### src/rtl/id_stage_pkg.sv
// Shared decode constants for the ID stage: exe commands, ARM opcodes,
// condition codes, instruction modes and the control bundle.
package id_stage_pkg;

    typedef enum logic [1:0] {
        MODE_DP  = 2'b00,
        MODE_MEM = 2'b01,
        MODE_BR  = 2'b10,
        MODE_RSV = 2'b11
    } mode_t;

    localparam logic [3:0] EXE_NOP  = 4'b0000;
    localparam logic [3:0] EXE_MOV  = 4'b0001;
    localparam logic [3:0] EXE_ADD  = 4'b0010;
    localparam logic [3:0] EXE_ADC  = 4'b0011;
    localparam logic [3:0] EXE_SUB  = 4'b0100;
    localparam logic [3:0] EXE_SBC  = 4'b0101;
    localparam logic [3:0] EXE_AND  = 4'b0110;
    localparam logic [3:0] EXE_ORR  = 4'b0111;
    localparam logic [3:0] EXE_EOR  = 4'b1000;
    localparam logic [3:0] EXE_MVN  = 4'b1001;
    localparam logic [3:0] EXE_LDST = 4'b0010;

    localparam logic [3:0] OP_AND = 4'b0000;
    localparam logic [3:0] OP_EOR = 4'b0001;
    localparam logic [3:0] OP_SUB = 4'b0010;
    localparam logic [3:0] OP_ADD = 4'b0100;
    localparam logic [3:0] OP_ADC = 4'b0101;
    localparam logic [3:0] OP_SBC = 4'b0110;
    localparam logic [3:0] OP_TST = 4'b1000;
    localparam logic [3:0] OP_CMP = 4'b1010;
    localparam logic [3:0] OP_ORR = 4'b1100;
    localparam logic [3:0] OP_MOV = 4'b1101;
    localparam logic [3:0] OP_MVN = 4'b1111;

    localparam logic [3:0] COND_EQ = 4'b0000;
    localparam logic [3:0] COND_NE = 4'b0001;
    localparam logic [3:0] COND_CS = 4'b0010;
    localparam logic [3:0] COND_CC = 4'b0011;
    localparam logic [3:0] COND_MI = 4'b0100;
    localparam logic [3:0] COND_PL = 4'b0101;
    localparam logic [3:0] COND_VS = 4'b0110;
    localparam logic [3:0] COND_VC = 4'b0111;
    localparam logic [3:0] COND_HI = 4'b1000;
    localparam logic [3:0] COND_LS = 4'b1001;
    localparam logic [3:0] COND_GE = 4'b1010;
    localparam logic [3:0] COND_LT = 4'b1011;
    localparam logic [3:0] COND_GT = 4'b1100;
    localparam logic [3:0] COND_LE = 4'b1101;
    localparam logic [3:0] COND_AL = 4'b1110;
    localparam logic [3:0] COND_NV = 4'b1111;

    typedef struct packed {
        logic [3:0] exe_cmd;
        logic       mem_r_en;
        logic       mem_w_en;
        logic       wb_en;
        logic       b;
        logic       s;
    } ctrl_t;

endpackage

### src/rtl/id_stage_if.sv
// IF/ID input and ID/EX output bundle of the decode stage.
interface id_stage_if;
    logic [31:0] pc_in;
    logic [31:0] instruction;
    logic [31:0] pc;
    logic [31:0] val_rn;
    logic [31:0] val_rm;
    logic        imm;
    logic [11:0] shift_operand;
    logic [23:0] signed_imm_24;
    logic [3:0]  dest;
    logic [3:0]  exe_cmd;
    logic        mem_r_en;
    logic        mem_w_en;
    logic        wb_en;
    logic        b;
    logic        s;
    logic [3:0]  src1;
    logic [3:0]  src2;
    logic        two_src;

    modport master (
        input  pc_in, instruction,
        output pc, val_rn, val_rm, imm, shift_operand, signed_imm_24,
        output dest, exe_cmd, mem_r_en, mem_w_en, wb_en, b, s,
        output src1, src2, two_src
    );

    modport slave (
        output pc_in, instruction,
        input  pc, val_rn, val_rm, imm, shift_operand, signed_imm_24,
        input  dest, exe_cmd, mem_r_en, mem_w_en, wb_en, b, s,
        input  src1, src2, two_src
    );
endinterface

### src/rtl/register_file.sv
// R0..R14 with async reset to index values; R15 reads as PC+4.
// A read of the register being written this cycle sees the new value.
module register_file
    import id_stage_pkg::*;
(
    input  logic        clk,
    input  logic        rst,
    input  logic [31:0] i_pc,
    input  logic [3:0]  i_rd_addr1,
    input  logic [3:0]  i_rd_addr2,
    input  logic        i_wr_en,
    input  logic [3:0]  i_wr_addr,
    input  logic [31:0] i_wr_data,
    output logic [31:0] o_rd_data1,
    output logic [31:0] o_rd_data2
);

    logic [31:0] r_regs [15];

    always_ff @(posedge clk or posedge rst) begin
        if (rst) begin
            for (int i = 0; i < 15; i++) begin
                r_regs[i] <= 32'(i);
            end
        end else begin
            for (int i = 0; i < 15; i++) begin
                if (i_wr_en && i_wr_addr == 4'(i)) begin
                    r_regs[i] <= i_wr_data;
                end
            end
        end
    end

    function automatic logic [31:0] rd_port(input logic [3:0] a);
        logic [31:0] v;
        v = i_pc;
        if (a != 4'hF) begin
            v = (i_wr_en && a == i_wr_addr) ? i_wr_data : r_regs[a];
        end
        return v;
    endfunction

    assign o_rd_data1 = rd_port(i_rd_addr1);
    assign o_rd_data2 = rd_port(i_rd_addr2);

endmodule

### src/rtl/id_stage.sv
// ARM-style decode stage: register read, condition check and
// control decode, all combinational around the register file.
module id_stage
    import id_stage_pkg::*;
(
    input  logic          clk,
    input  logic          rst,
    input  logic [3:0]    i_status,
    input  logic          i_hazard,
    input  logic          i_wb_en,
    input  logic [3:0]    i_wb_dest,
    input  logic [31:0]   i_wb_value,
    id_stage_if.master    io_id
);

    logic [31:0] w_ins;
    logic [3:0]  w_cond;
    logic [3:0]  w_opcode;
    logic        w_s_bit;
    logic [3:0]  w_rn;
    logic [3:0]  w_rm;
    logic        w_n, w_z, w_c, w_v;
    logic        w_cond_ok;
    mode_t       w_mode;
    ctrl_t       w_ctrl;
    ctrl_t       w_out;

    assign w_ins    = io_id.instruction;
    assign w_cond   = w_ins[31:28];
    assign w_mode   = mode_t'(w_ins[27:26]);
    assign w_opcode = w_ins[24:21];
    assign w_s_bit  = w_ins[20];
    assign {w_n, w_z, w_c, w_v} = i_status;

    always_comb begin
        w_cond_ok = 1'b0;
        case (w_cond)
            COND_EQ: w_cond_ok = w_z;
            COND_NE: w_cond_ok = ~w_z;
            COND_CS: w_cond_ok = w_c;
            COND_CC: w_cond_ok = ~w_c;
            COND_MI: w_cond_ok = w_n;
            COND_PL: w_cond_ok = ~w_n;
            COND_VS: w_cond_ok = w_v;
            COND_VC: w_cond_ok = ~w_v;
            COND_HI: w_cond_ok = w_c & ~w_z;
            COND_LS: w_cond_ok = ~w_c | w_z;
            COND_GE: w_cond_ok = (w_n == w_v);
            COND_LT: w_cond_ok = (w_n != w_v);
            COND_GT: w_cond_ok = ~w_z & (w_n == w_v);
            COND_LE: w_cond_ok = w_z | (w_n != w_v);
            COND_AL: w_cond_ok = 1'b1;
            default: w_cond_ok = 1'b0;
        endcase
    end

    always_comb begin
        w_ctrl = '0;
        unique case (w_mode)
            MODE_DP: begin
                w_ctrl.s     = w_s_bit;
                w_ctrl.wb_en = 1'b1;
                unique case (w_opcode)
                    OP_MOV: w_ctrl.exe_cmd = EXE_MOV;
                    OP_MVN: w_ctrl.exe_cmd = EXE_MVN;
                    OP_ADD: w_ctrl.exe_cmd = EXE_ADD;
                    OP_ADC: w_ctrl.exe_cmd = EXE_ADC;
                    OP_SUB: w_ctrl.exe_cmd = EXE_SUB;
                    OP_SBC: w_ctrl.exe_cmd = EXE_SBC;
                    OP_AND: w_ctrl.exe_cmd = EXE_AND;
                    OP_ORR: w_ctrl.exe_cmd = EXE_ORR;
                    OP_EOR: w_ctrl.exe_cmd = EXE_EOR;
                    OP_CMP: begin
                        w_ctrl.exe_cmd = EXE_SUB;
                        w_ctrl.wb_en   = 1'b0;
                        w_ctrl.s       = 1'b1;
                    end
                    OP_TST: begin
                        w_ctrl.exe_cmd = EXE_AND;
                        w_ctrl.wb_en   = 1'b0;
                        w_ctrl.s       = 1'b1;
                    end
                    default: begin
                        w_ctrl.exe_cmd = EXE_NOP;
                        w_ctrl.wb_en   = 1'b0;
                    end
                endcase
            end
            MODE_MEM: begin
                w_ctrl.exe_cmd  = EXE_LDST;
                w_ctrl.mem_r_en = w_s_bit;
                w_ctrl.wb_en    = w_s_bit;
                w_ctrl.mem_w_en = ~w_s_bit;
            end
            MODE_BR:  w_ctrl.b = 1'b1;
            MODE_RSV: w_ctrl = '0;
        endcase
    end

    // Squash only the control bundle; operands keep flowing for forwarding.
    assign w_out = (w_cond_ok && !i_hazard) ? w_ctrl : '0;

    assign w_rn = w_ins[19:16];
    assign w_rm = w_ctrl.mem_w_en ? w_ins[15:12] : w_ins[3:0];

    register_file u_rf (
        .clk        (clk),
        .rst        (rst),
        .i_pc       (io_id.pc_in),
        .i_rd_addr1 (w_rn),
        .i_rd_addr2 (w_rm),
        .i_wr_en    (i_wb_en),
        .i_wr_addr  (i_wb_dest),
        .i_wr_data  (i_wb_value),
        .o_rd_data1 (io_id.val_rn),
        .o_rd_data2 (io_id.val_rm)
    );

    assign io_id.pc            = io_id.pc_in;
    assign io_id.imm           = w_ins[25];
    assign io_id.shift_operand = w_ins[11:0];
    assign io_id.signed_imm_24 = w_ins[23:0];
    assign io_id.dest          = w_ins[15:12];
    assign io_id.exe_cmd       = w_out.exe_cmd;
    assign io_id.mem_r_en      = w_out.mem_r_en;
    assign io_id.mem_w_en      = w_out.mem_w_en;
    assign io_id.wb_en         = w_out.wb_en;
    assign io_id.b             = w_out.b;
    assign io_id.s             = w_out.s;
    assign io_id.src1          = w_rn;
    assign io_id.src2          = w_rm;
    assign io_id.two_src       = ~w_ins[25] | w_ctrl.mem_w_en;

endmodule

### src/flat_wrapper.sv
// flat-port wrapper written by rule: the top's interface ports become plain ports
module id_stage_flat import id_stage_pkg::*;
  (clk, rst, i_status, i_hazard, i_wb_en, i_wb_dest, i_wb_value, io_id_pc_in, io_id_instruction, io_id_pc, io_id_val_rn, io_id_val_rm, io_id_imm, io_id_shift_operand, io_id_signed_imm_24, io_id_dest, io_id_exe_cmd, io_id_mem_r_en, io_id_mem_w_en, io_id_wb_en, io_id_b, io_id_s, io_id_src1, io_id_src2, io_id_two_src);
  id_stage_if io_id_i ();
  input  logic clk;
  input  logic rst;
  input  logic [3:0] i_status;
  input  logic i_hazard;
  input  logic i_wb_en;
  input  logic [3:0] i_wb_dest;
  input  logic [31:0] i_wb_value;
  input wire logic [$bits(io_id_i.pc_in)-1:0] io_id_pc_in;
  input wire logic [$bits(io_id_i.instruction)-1:0] io_id_instruction;
  output wire logic [$bits(io_id_i.pc)-1:0] io_id_pc;
  output wire logic [$bits(io_id_i.val_rn)-1:0] io_id_val_rn;
  output wire logic [$bits(io_id_i.val_rm)-1:0] io_id_val_rm;
  output wire logic [$bits(io_id_i.imm)-1:0] io_id_imm;
  output wire logic [$bits(io_id_i.shift_operand)-1:0] io_id_shift_operand;
  output wire logic [$bits(io_id_i.signed_imm_24)-1:0] io_id_signed_imm_24;
  output wire logic [$bits(io_id_i.dest)-1:0] io_id_dest;
  output wire logic [$bits(io_id_i.exe_cmd)-1:0] io_id_exe_cmd;
  output wire logic [$bits(io_id_i.mem_r_en)-1:0] io_id_mem_r_en;
  output wire logic [$bits(io_id_i.mem_w_en)-1:0] io_id_mem_w_en;
  output wire logic [$bits(io_id_i.wb_en)-1:0] io_id_wb_en;
  output wire logic [$bits(io_id_i.b)-1:0] io_id_b;
  output wire logic [$bits(io_id_i.s)-1:0] io_id_s;
  output wire logic [$bits(io_id_i.src1)-1:0] io_id_src1;
  output wire logic [$bits(io_id_i.src2)-1:0] io_id_src2;
  output wire logic [$bits(io_id_i.two_src)-1:0] io_id_two_src;
  assign io_id_i.pc_in = io_id_pc_in;
  assign io_id_i.instruction = io_id_instruction;
  assign io_id_pc = io_id_i.pc;
  assign io_id_val_rn = io_id_i.val_rn;
  assign io_id_val_rm = io_id_i.val_rm;
  assign io_id_imm = io_id_i.imm;
  assign io_id_shift_operand = io_id_i.shift_operand;
  assign io_id_signed_imm_24 = io_id_i.signed_imm_24;
  assign io_id_dest = io_id_i.dest;
  assign io_id_exe_cmd = io_id_i.exe_cmd;
  assign io_id_mem_r_en = io_id_i.mem_r_en;
  assign io_id_mem_w_en = io_id_i.mem_w_en;
  assign io_id_wb_en = io_id_i.wb_en;
  assign io_id_b = io_id_i.b;
  assign io_id_s = io_id_i.s;
  assign io_id_src1 = io_id_i.src1;
  assign io_id_src2 = io_id_i.src2;
  assign io_id_two_src = io_id_i.two_src;
  id_stage u_core (.clk(clk), .rst(rst), .i_status(i_status), .i_hazard(i_hazard), .i_wb_en(i_wb_en), .i_wb_dest(i_wb_dest), .i_wb_value(i_wb_value), .io_id(io_id_i));
endmodule
### config.mk
export PLATFORM = sky130hd
export DESIGN_NAME = id_stage_flat
export DESIGN_NICKNAME = d
export VERILOG_FILES = /design/src/rtl/id_stage_pkg.sv /design/src/rtl/id_stage_if.sv /design/src/rtl/register_file.sv /design/src/rtl/id_stage.sv /design/src/flat_wrapper.sv
export SDC_FILE = /design/constraint.sdc
export NUM_CORES = 1
export LEC_CHECK = 0
export ABC_AREA = 1
export CAP_MARGIN = 20
export CORE_MARGIN = 5
export CORE_UTILIZATION = 46
export DETAILED_ROUTE_END_ITERATION = 12
export MAX_ROUTING_LAYER = met4
export PLACE_DENSITY_LB_ADDON = 0.12
export SYNTH_ARGS = -nofsm -noshare
export SYNTH_HDL_FRONTEND = slang
export SYNTH_SLANG_ARGS = --single-unit
### constraint.sdc
create_clock -name clk -period 22.3 [get_ports clk]
set_clock_uncertainty 0.05 [all_clocks]
set_input_delay 4.46 -clock clk [delete_from_list [all_inputs] [get_ports clk]]
set_output_delay 4.46 -clock clk [all_outputs]
set_load 0.01 [all_outputs]
# After elaboration in Yosys (flattened, before gate mapping)
# Index checks and enable logic that the tools add are counted.
[totals]
regBits = 480
inputBits = 108
out_inout_bits = 155
wordCells = 124
[classes]
magnitude_cmp = 2
eq_ne = 46
mux = 21
bitwise_logic = 13
n_reduce_logical = 27
[ops]
columns = ["operator", "count"]
rows = [
  ["binary-select mux 32 bit (select 4 bit)", 2],
  ["2-to-1 mux 32 bit", 8],
  ["equality test 4 bit (second input constant)", 19],
  ["equality test 4 x 3 -> 1 bit (second input constant)", 11],
  ["case mux 4 bit (9 select lines)", 1],
  ["equality test 4 x 2 -> 1 bit (second input constant)", 5],
  ["logical AND 1 bit", 18],
  ["case mux 1 bit (15 select lines)", 1],
  ["equality test 4 x 1 -> 1 bit (second input constant)", 3],
  ["zero test 4 bit", 3],
  [">= comparator 5 bit (second input constant)", 2],
  ["NOT 4 -> 5 bit", 2],
  ["2-to-1 mux 9 bit", 1],
  ["OR reduction 9 bit", 1],
  ["equality test 4 bit", 2],
  ["inequality test 4 bit (second input constant)", 2],
  ["case mux 4 bit (2 select lines)", 1],
  ["NOT 1 bit", 6],
  ["OR reduction 2 bit", 3],
  ["2-to-1 mux 1 bit", 4],
  ["2-to-1 mux 4 bit", 1],
  ["OR 1 bit", 3],
  ["AND 1 bit", 2],
  ["equality test 2 x 1 -> 1 bit (second input constant)", 1],
  ["7 further kinds", 7],
]

# Logic depth before layout (Yosys ltp)
[logic_depth]
word_depth = 9
depth_mapped = 15
ltp_nobuf = 13

# Hierarchy
# From an unflattened synthesis, not the netlist that was laid out.
[unflattened]
cells_unflattened = 4660
hier_area_um2 = 29761.0
[by_module_without_submodules]
columns = ["mod", "instances", "cells_each", "area_per_inst_um2", "seq_area_each_um2"]
rows = [
  ["register_file", 1, 4487, 28723.8, 12046.6],
  ["id_stage", 1, 173, 1037.2, 0.0],
]

# Worst setup path after synthesis
# OpenSTA, ideal clock, no wires.
[synth_timing]
path_type = "input port to output port"
startpoint = "input io_id_instruction[17]"
endpoint = "output io_id_val_rn[25]"
arrival_time_ns = 5.845
required_ns = 17.790
setup_slack_ns = 11.945
cell_stages = 11
path_buffers = 3
cell_sequence = "buf_2 -> clkinv_1 -> nor2_1 -> buf_2 -> buf_2 -> nand2_1 -> o2111ai_1 -> nand3_1 -> nand3_1 -> nand2_1 -> nand2_1"
[synth_via]
elab_chain_len = 6
elab_cells_between_ends = 9
classes_between = "2 x eq/ne; 5 x mux; 1 x bitwise; 1 x reduce/logical"
[synth_lines]
columns = ["element", "line", "source"]
rows = [
  ["start: declaration", "flat_wrapper.sv:13", "input wire logic [$bits(io_id_i.instruction)-1:0] io_id_instruction;"],
  ["NOT 4 -> 5 bit (implied by the code)", "register_file.sv:38", "v = (i_wr_en && a == i_wr_addr) ? i_wr_data : r_regs[a];"],
  ["binary-select mux 32 bit (select 4 bit)", "register_file.sv:38", ""],
  ["2-to-1 mux 32 bit (implied by the code) (2 in a row)", "register_file.sv:38", ""],
  ["2-to-1 mux 32 bit", "register_file.sv:38", ""],
  ["2-to-1 mux 32 bit (*)", "register_file.sv:37", "if (a != 4'hF) begin"],
  ["end: declaration", "flat_wrapper.sv:15", "output wire logic [$bits(io_id_i.val_rn)-1:0] io_id_val_rn;"],
]
# Mark *: on every way between the ends. The rest lies on a longest branch, timed or not. The select of a mux whose other input is x is not followed.

# Final worst setup path
[layout_timing]
startpoint = "input io_id_instruction[26]"
endpoint = "output io_id_val_rm[13]"
[layout_via]
elab_chain_len = 9
elab_cells_between_ends = 12
classes_between = "3 x eq/ne; 7 x mux; 1 x bitwise; 1 x reduce/logical"
[layout_lines]
columns = ["element", "line", "source"]
rows = [
  ["equality test 2 x 1 -> 1 bit (*)", "id_stage.sv:59", "unique case (w_mode)"],
  ["2-to-1 mux 2 bit (*)", "id_stage.sv:59", ""],
  ["2-to-1 mux 4 bit (*)", "id_stage.sv:104", "assign w_rm = w_ctrl.mem_w_en ? w_ins[15:12] : w_ins[3:0];"],
  ["NOT 4 -> 5 bit (implied by the code)", "register_file.sv:38", ""],
  ["binary-select mux 32 bit (select 4 bit)", "register_file.sv:38", ""],
  ["2-to-1 mux 32 bit (implied by the code) (2 in a row)", "register_file.sv:38", ""],
  ["2-to-1 mux 32 bit", "register_file.sv:38", ""],
  ["2-to-1 mux 32 bit (*)", "register_file.sv:37", ""],
  ["end: declaration", "flat_wrapper.sv:16", "output wire logic [$bits(io_id_i.val_rm)-1:0] io_id_val_rm;"],
]
# Marks and branches as above.

==> impl_table.tex <==
\begin{tabular}{lr}
\hline
Metric & Value \\
\hline
\multicolumn{2}{l}{\textbf{Clock network}} \\
Hold-fix buffers, CTS & 0 \\
Worst skew pair latency & just over 0.6 ns \\
Maximum level of the CTS H-tree & 2 \\
Cts repair resizes & 0 \\
Clock net sink count & 480 \\
Clock tree from TritonCTS & built \\
Maximum count of clock buffers along a single path & 3 \\
CTS Root Cell & sky130\_fd\_sc\_hd\_\_clkbuf\_16 \\
TritonCTS buffer count & 55 \\
Clock-pin transition on the worst setup and hold timing paths & 0.05 ns \\
Post-CTS setup buffers & 0 \\
\multicolumn{2}{l}{\textbf{Final layout}} \\
Share of post-route cells with drive strength above 1 & 0.05250 \\
Layout net count & about 4.4k \\
Filler instances & about 6.4k \\
Max FFs per register & 480 \\
Utilization after layout & 0.5273 \\
Area Overhead vs Synth & 13.65\% \\
Largest regs & u\_core.u\_rf.r\_regs: 480 flops \\
Number of standard cells in the layout, taps in and fillers out & $\sim$5.2k \\
Ant diodes & 0 \\
Commonest non-fill, non-tap cells in the layout & 1,330 x sky130\_fd\_sc\_hd\_\_nand2\_1, 647 x sky130\_fd\_sc\_hd\_\_o21ai\_0, 492 x sky130\_fd\_sc\_hd\_\_nand3\_1 \\
Register containing the most flip-flops in the final layout & u\_core.u\_rf.r\_regs \\
Most common cell after layout, fill and taps aside & sky130\_fd\_sc\_hd\_\_nand2\_1 \\
\multicolumn{2}{l}{\textbf{Global routing}} \\
Wire length of the first global-routing pass & 176,400 um \\
Global routing usage summed across all routing layers & 0.3346 \\
Via count of the first global-routing pass & around 28k \\
Pin count of the biggest net entering global routing & between 100 and 150 \\
Antenna violations before repair & 0 \\
Final global-route overflow total & 0 \\
\multicolumn{2}{l}{\textbf{STA}} \\
Max\_slew headroom & 0.2263 \\
Fin. max-slew vios & 0 \\
Final period demand of the worst path & about 14 ns \\
Unrepaired setup endpoints after global routing & false \\
Least setup slack across all paths after layout & 8.334 ns \\
Total setup violations reported at the end of the flow & 0 \\
Maximum clock rate & a little over 0.07 GHz \\
Final TNS setup & 0 ns \\
Count of final hold-check violations & 0 \\
Slew of the pin with the lowest slew margin & around 1.2 ns \\
Share of the clock period used by the worst path & 0.6263 \\
\multicolumn{2}{l}{\textbf{Placement}} \\
Placed wire-length estimate after detailed placement & roughly 66,000 um \\
Post-placement setup slack & approximately 8.5 ns \\
Port-buffer cells & roughly 240 \\
Cells after DPL & 5,065 \\
Final GP Congestion & 0.9000 \\
\multicolumn{2}{l}{\textbf{Power and ir drop}} \\
Maximum resistive drop on vdd & 0.00007168 V \\
Part of the total power dissipated in the clock network & 0.337 \\
Logic pwr share & 0.252 \\
Net Switching & 0.9573 mW \\
Internal power summed over all cells & around 1.9 mW \\
Switching share of power & 0.3335 \\
Sum of internal, switching and leakage power & roughly 2.9 mW \\
Total leakage power & 15.72 nW \\
Portion of total power attributed to sequential cells & 0.411 \\
Power density over the cells & roughly 86 mW/mm\^{}2 \\
\multicolumn{2}{l}{\textbf{Flow run}} \\
Max Cap Viol & 0 \\
\multicolumn{2}{l}{\textbf{Critical path}} \\
Worst setup path start & io\_id\_instruction[26] \\
Arrival time reported for the critical path endpoint & 9.46 ns \\
Startpoint kind of the worst setup timing path & primary input \\
Worst setup path endpoint & io\_id\_val\_rm[13] \\
Worst reg2reg startpoint & u\_core.u\_rf.r\_regs[288] \\
Startpoint-to-endpoint class of the critical path & in -> out \\
Reg2Reg Setup Slack & around 21 ns \\
Maximum net fanout on the critical path & 112 \\
Path depth of the worst reg2reg path & 2 \\
Reg2reg end & u\_core.u\_rf.r\_regs[288] \\
Crit path capture type & primary output \\
Worst Path Required & 17.79 ns \\
\multicolumn{2}{l}{\textbf{Floorplanning}} \\
Total Die Area & about 0.069 mm\^{}2 \\
Initial core utilization & 0.4639 \\
I/O pin count & approximately 260 \\
Row count & around 90 \\
Die extent in y & around 260 um \\
Horizontal extent of the die & 262.2 um \\
Core region area & 0.06308 mm\^{}2 \\
\multicolumn{2}{l}{\textbf{Synth}} \\
Gate count of the mapped netlist & $\sim$4.3k \\
Avg Cell Area, Syn & 6.759 um\^{}2 \\
Register bit count reported by yosys & 480 \\
Net count of the mapped netlist & 4,438 \\
Post-synthesis cell area & between 0.02 and 0.03 mm\^{}2 \\
Count of distinct cell types in the synthesized netlist & 36 \\
Count of synthesis-stage warnings from yosys & 0 \\
Portion of the post-synthesis area used by sequential elements & 0.4116 \\
\multicolumn{2}{l}{\textbf{Route}} \\
Final ANT Viol Nets & 0 \\
Via-to-Cell Ratio & 5.767 \\
Highest Signal Layer & met4 \\
Number of detailed-routing iterations run before antenna repair & 6 \\
Post-route DRC violation count & 0 \\
Routed wire length & between 100,000 and 150,000 um \\
Drt wl/cell & roughly 23 um \\
Metal-1 WL & a little under 50,000 um \\
Initial detailed-routing violation count & about 3.6k \\
Met2 layer wire length in the routed design & a little over 50,000 um \\
Number of vias after detailed routing & 29.82k \\
Met3 routed wirelength & 11,920 um \\
\multicolumn{2}{l}{\textbf{Status}} \\
Outcome & completed \\
\multicolumn{2}{l}{\textbf{Worst hold path}} \\
HP Class & reg -> reg \\
\hline
\end{tabular}
-- cells by family (layout without fill, tap and decap cells) --
kind of cell | count (synthesis) | in the layout | synth area share
compound gates | 881 | 881 | 0.1658
flops | 480 | 480 | 0.4116
buf+inv | 855 | 849 | 0.1250
xor+xnor | 1 | 1 | 0.0002993
simple gates | 2113 | 2113 | 0.2973
-- per-layer routing --
layer | track usage | vias to the layer above
met1 | 0.4570 | 14080
li1 | - | 13820
met3 | 0.05922 | 311
met4 | 0.1119 | 0
met5 | - | -
met2 | 0.5088 | 1605
-- critical path, cell delays in order --
cell                              delay (ns)
sky130_fd_sc_hd__clkdlybuf4s50_1        0.66
sky130_fd_sc_hd__inv_2                  0.09
sky130_fd_sc_hd__nor2_4                 0.14
sky130_fd_sc_hd__nand3_2                0.08
sky130_fd_sc_hd__buf_4                  0.35
sky130_fd_sc_hd__nand2_8                0.70
sky130_fd_sc_hd__buf_4                  0.74
sky130_fd_sc_hd__buf_4                  0.71
sky130_fd_sc_hd__nand2_1                0.11
sky130_fd_sc_hd__nand3_1                0.10
sky130_fd_sc_hd__nand3_1                0.10
sky130_fd_sc_hd__nand2_1                0.08
sky130_fd_sc_hd__nor2_1                 0.04
sky130_fd_sc_hd__nand2_1                0.14
sky130_fd_sc_hd__nand2_1                0.07
sky130_fd_sc_hd__nand2_1                0.09
sky130_fd_sc_hd__clkdlybuf4s50_1        0.55
-- synthesized netlist by cell type --
cell type / count / area share
sky130_fd_sc_hd__nand2_2: 7 / 0.0015
sky130_fd_sc_hd__a32oi_1: 1 / 0.00030
sky130_fd_sc_hd__nor2_1: 234 / 0.030
sky130_fd_sc_hd__buf_4: 88 / 0.023
sky130_fd_sc_hd__a31oi_1: 3 / 0.00064
sky130_fd_sc_hd__nand4_1: 18 / 0.0038
sky130_fd_sc_hd__nand3_2: 2 / 0.00068
sky130_fd_sc_hd__nand3b_1: 1 / 0.00026
sky130_fd_sc_hd__nor3_1: 6 / 0.0010
sky130_fd_sc_hd__nor2_4: 2 / 0.00077
sky130_fd_sc_hd__nor3_4: 1 / 0.00056
sky130_fd_sc_hd__o211ai_1: 39 / 0.010
sky130_fd_sc_hd__a21oi_1: 80 / 0.014
sky130_fd_sc_hd__inv_2: 6 / 0.00077
sky130_fd_sc_hd__nand3_4: 1 / 0.00060
sky130_fd_sc_hd__buf_2: 95 / 0.016
sky130_fd_sc_hd__dfrtp_1: 452 / 0.39
sky130_fd_sc_hd__and3_1: 1 / 0.00021
sky130_fd_sc_hd__nor2_2: 3 / 0.00064
sky130_fd_sc_hd__clkbuf_1: 211 / 0.027
sky130_fd_sc_hd__buf_1: 12 / 0.0015
sky130_fd_sc_hd__dfstp_2: 28 / 0.025
sky130_fd_sc_hd__nand3_1: 498 / 0.085
sky130_fd_sc_hd__a22oi_1: 28 / 0.0072
sky130_fd_sc_hd__o21ai_1: 10 / 0.0017
sky130_fd_sc_hd__a211oi_1: 1 / 0.00026
sky130_fd_sc_hd__nand2_1: 1338 / 0.17
sky130_fd_sc_hd__o2111ai_1: 39 / 0.012
sky130_fd_sc_hd__a221oi_1: 1 / 0.00030
sky130_fd_sc_hd__o22ai_1: 2 / 0.00043
sky130_fd_sc_hd__clkinv_1: 3 / 0.00038
sky130_fd_sc_hd__inv_1: 440 / 0.056
sky130_fd_sc_hd__nand2_4: 1 / 0.00038
sky130_fd_sc_hd__o21ai_0: 647 / 0.11
sky130_fd_sc_hd__xor2_1: 1 / 0.00030
sky130_fd_sc_hd__o221ai_1: 30 / 0.0090
-- final cells by class --
type	count	area, um^2	share of cell area
clock inverters	18	251.5	0.007562
clock buffers	86	1673	0.05030
flip-flops and latches	480	12050	0.3622
well taps	846	1059	0.03183
multi-input cells	2995	13710	0.4123
inverters	449	1698	0.05105
repair buffers	296	2818	0.08472
-- worst min path at each step --
stage	slack, ns	to	start	cells past startpoint
after floorplan	0.40	u_core.u_rf.r_regs[228]	u_core.u_rf.r_regs[228]	2
after global placement	0.42	u_core.u_rf.r_regs[344]	u_core.u_rf.r_regs[344]	2
after detailed placement	0.42	u_core.u_rf.r_regs[344]	u_core.u_rf.r_regs[344]	2
after CTS	0.44	u_core.u_rf.r_regs[344]	u_core.u_rf.r_regs[344]	2
after global routing	0.45	u_core.u_rf.r_regs[386]	u_core.u_rf.r_regs[386]	2
final	0.43	u_core.u_rf.r_regs[421]	u_core.u_rf.r_regs[421]	2
-- per-stage QoR --
| step | hold slack [ns] | area [um^2] |
|---|---|---|
| 2_1_floorplan | 0.4030 | 29270 |
| 3_5_place_dp | 0.4224 | 31320 |
| 3_3_place_gp | 0.4159 | 31320 |
| 6_report | 0.4342 | 33260 |
| 4_1_cts | 0.4369 | 33240 |
| 5_1_grt | 0.4491 | 33260 |
-- power groups by stage --
stage	Sequential, mW	Combinational [mW]	Clock [mW]
after floorplan	1.16	0.487	0
after global placement	1.18	0.706	0
after detailed placement	1.19	0.716	0
after CTS	1.17	0.718	0.976
after global routing	1.20	0.816	1.01
final	1.18	0.725	0.966
Power figures use the tool's default switching activity.
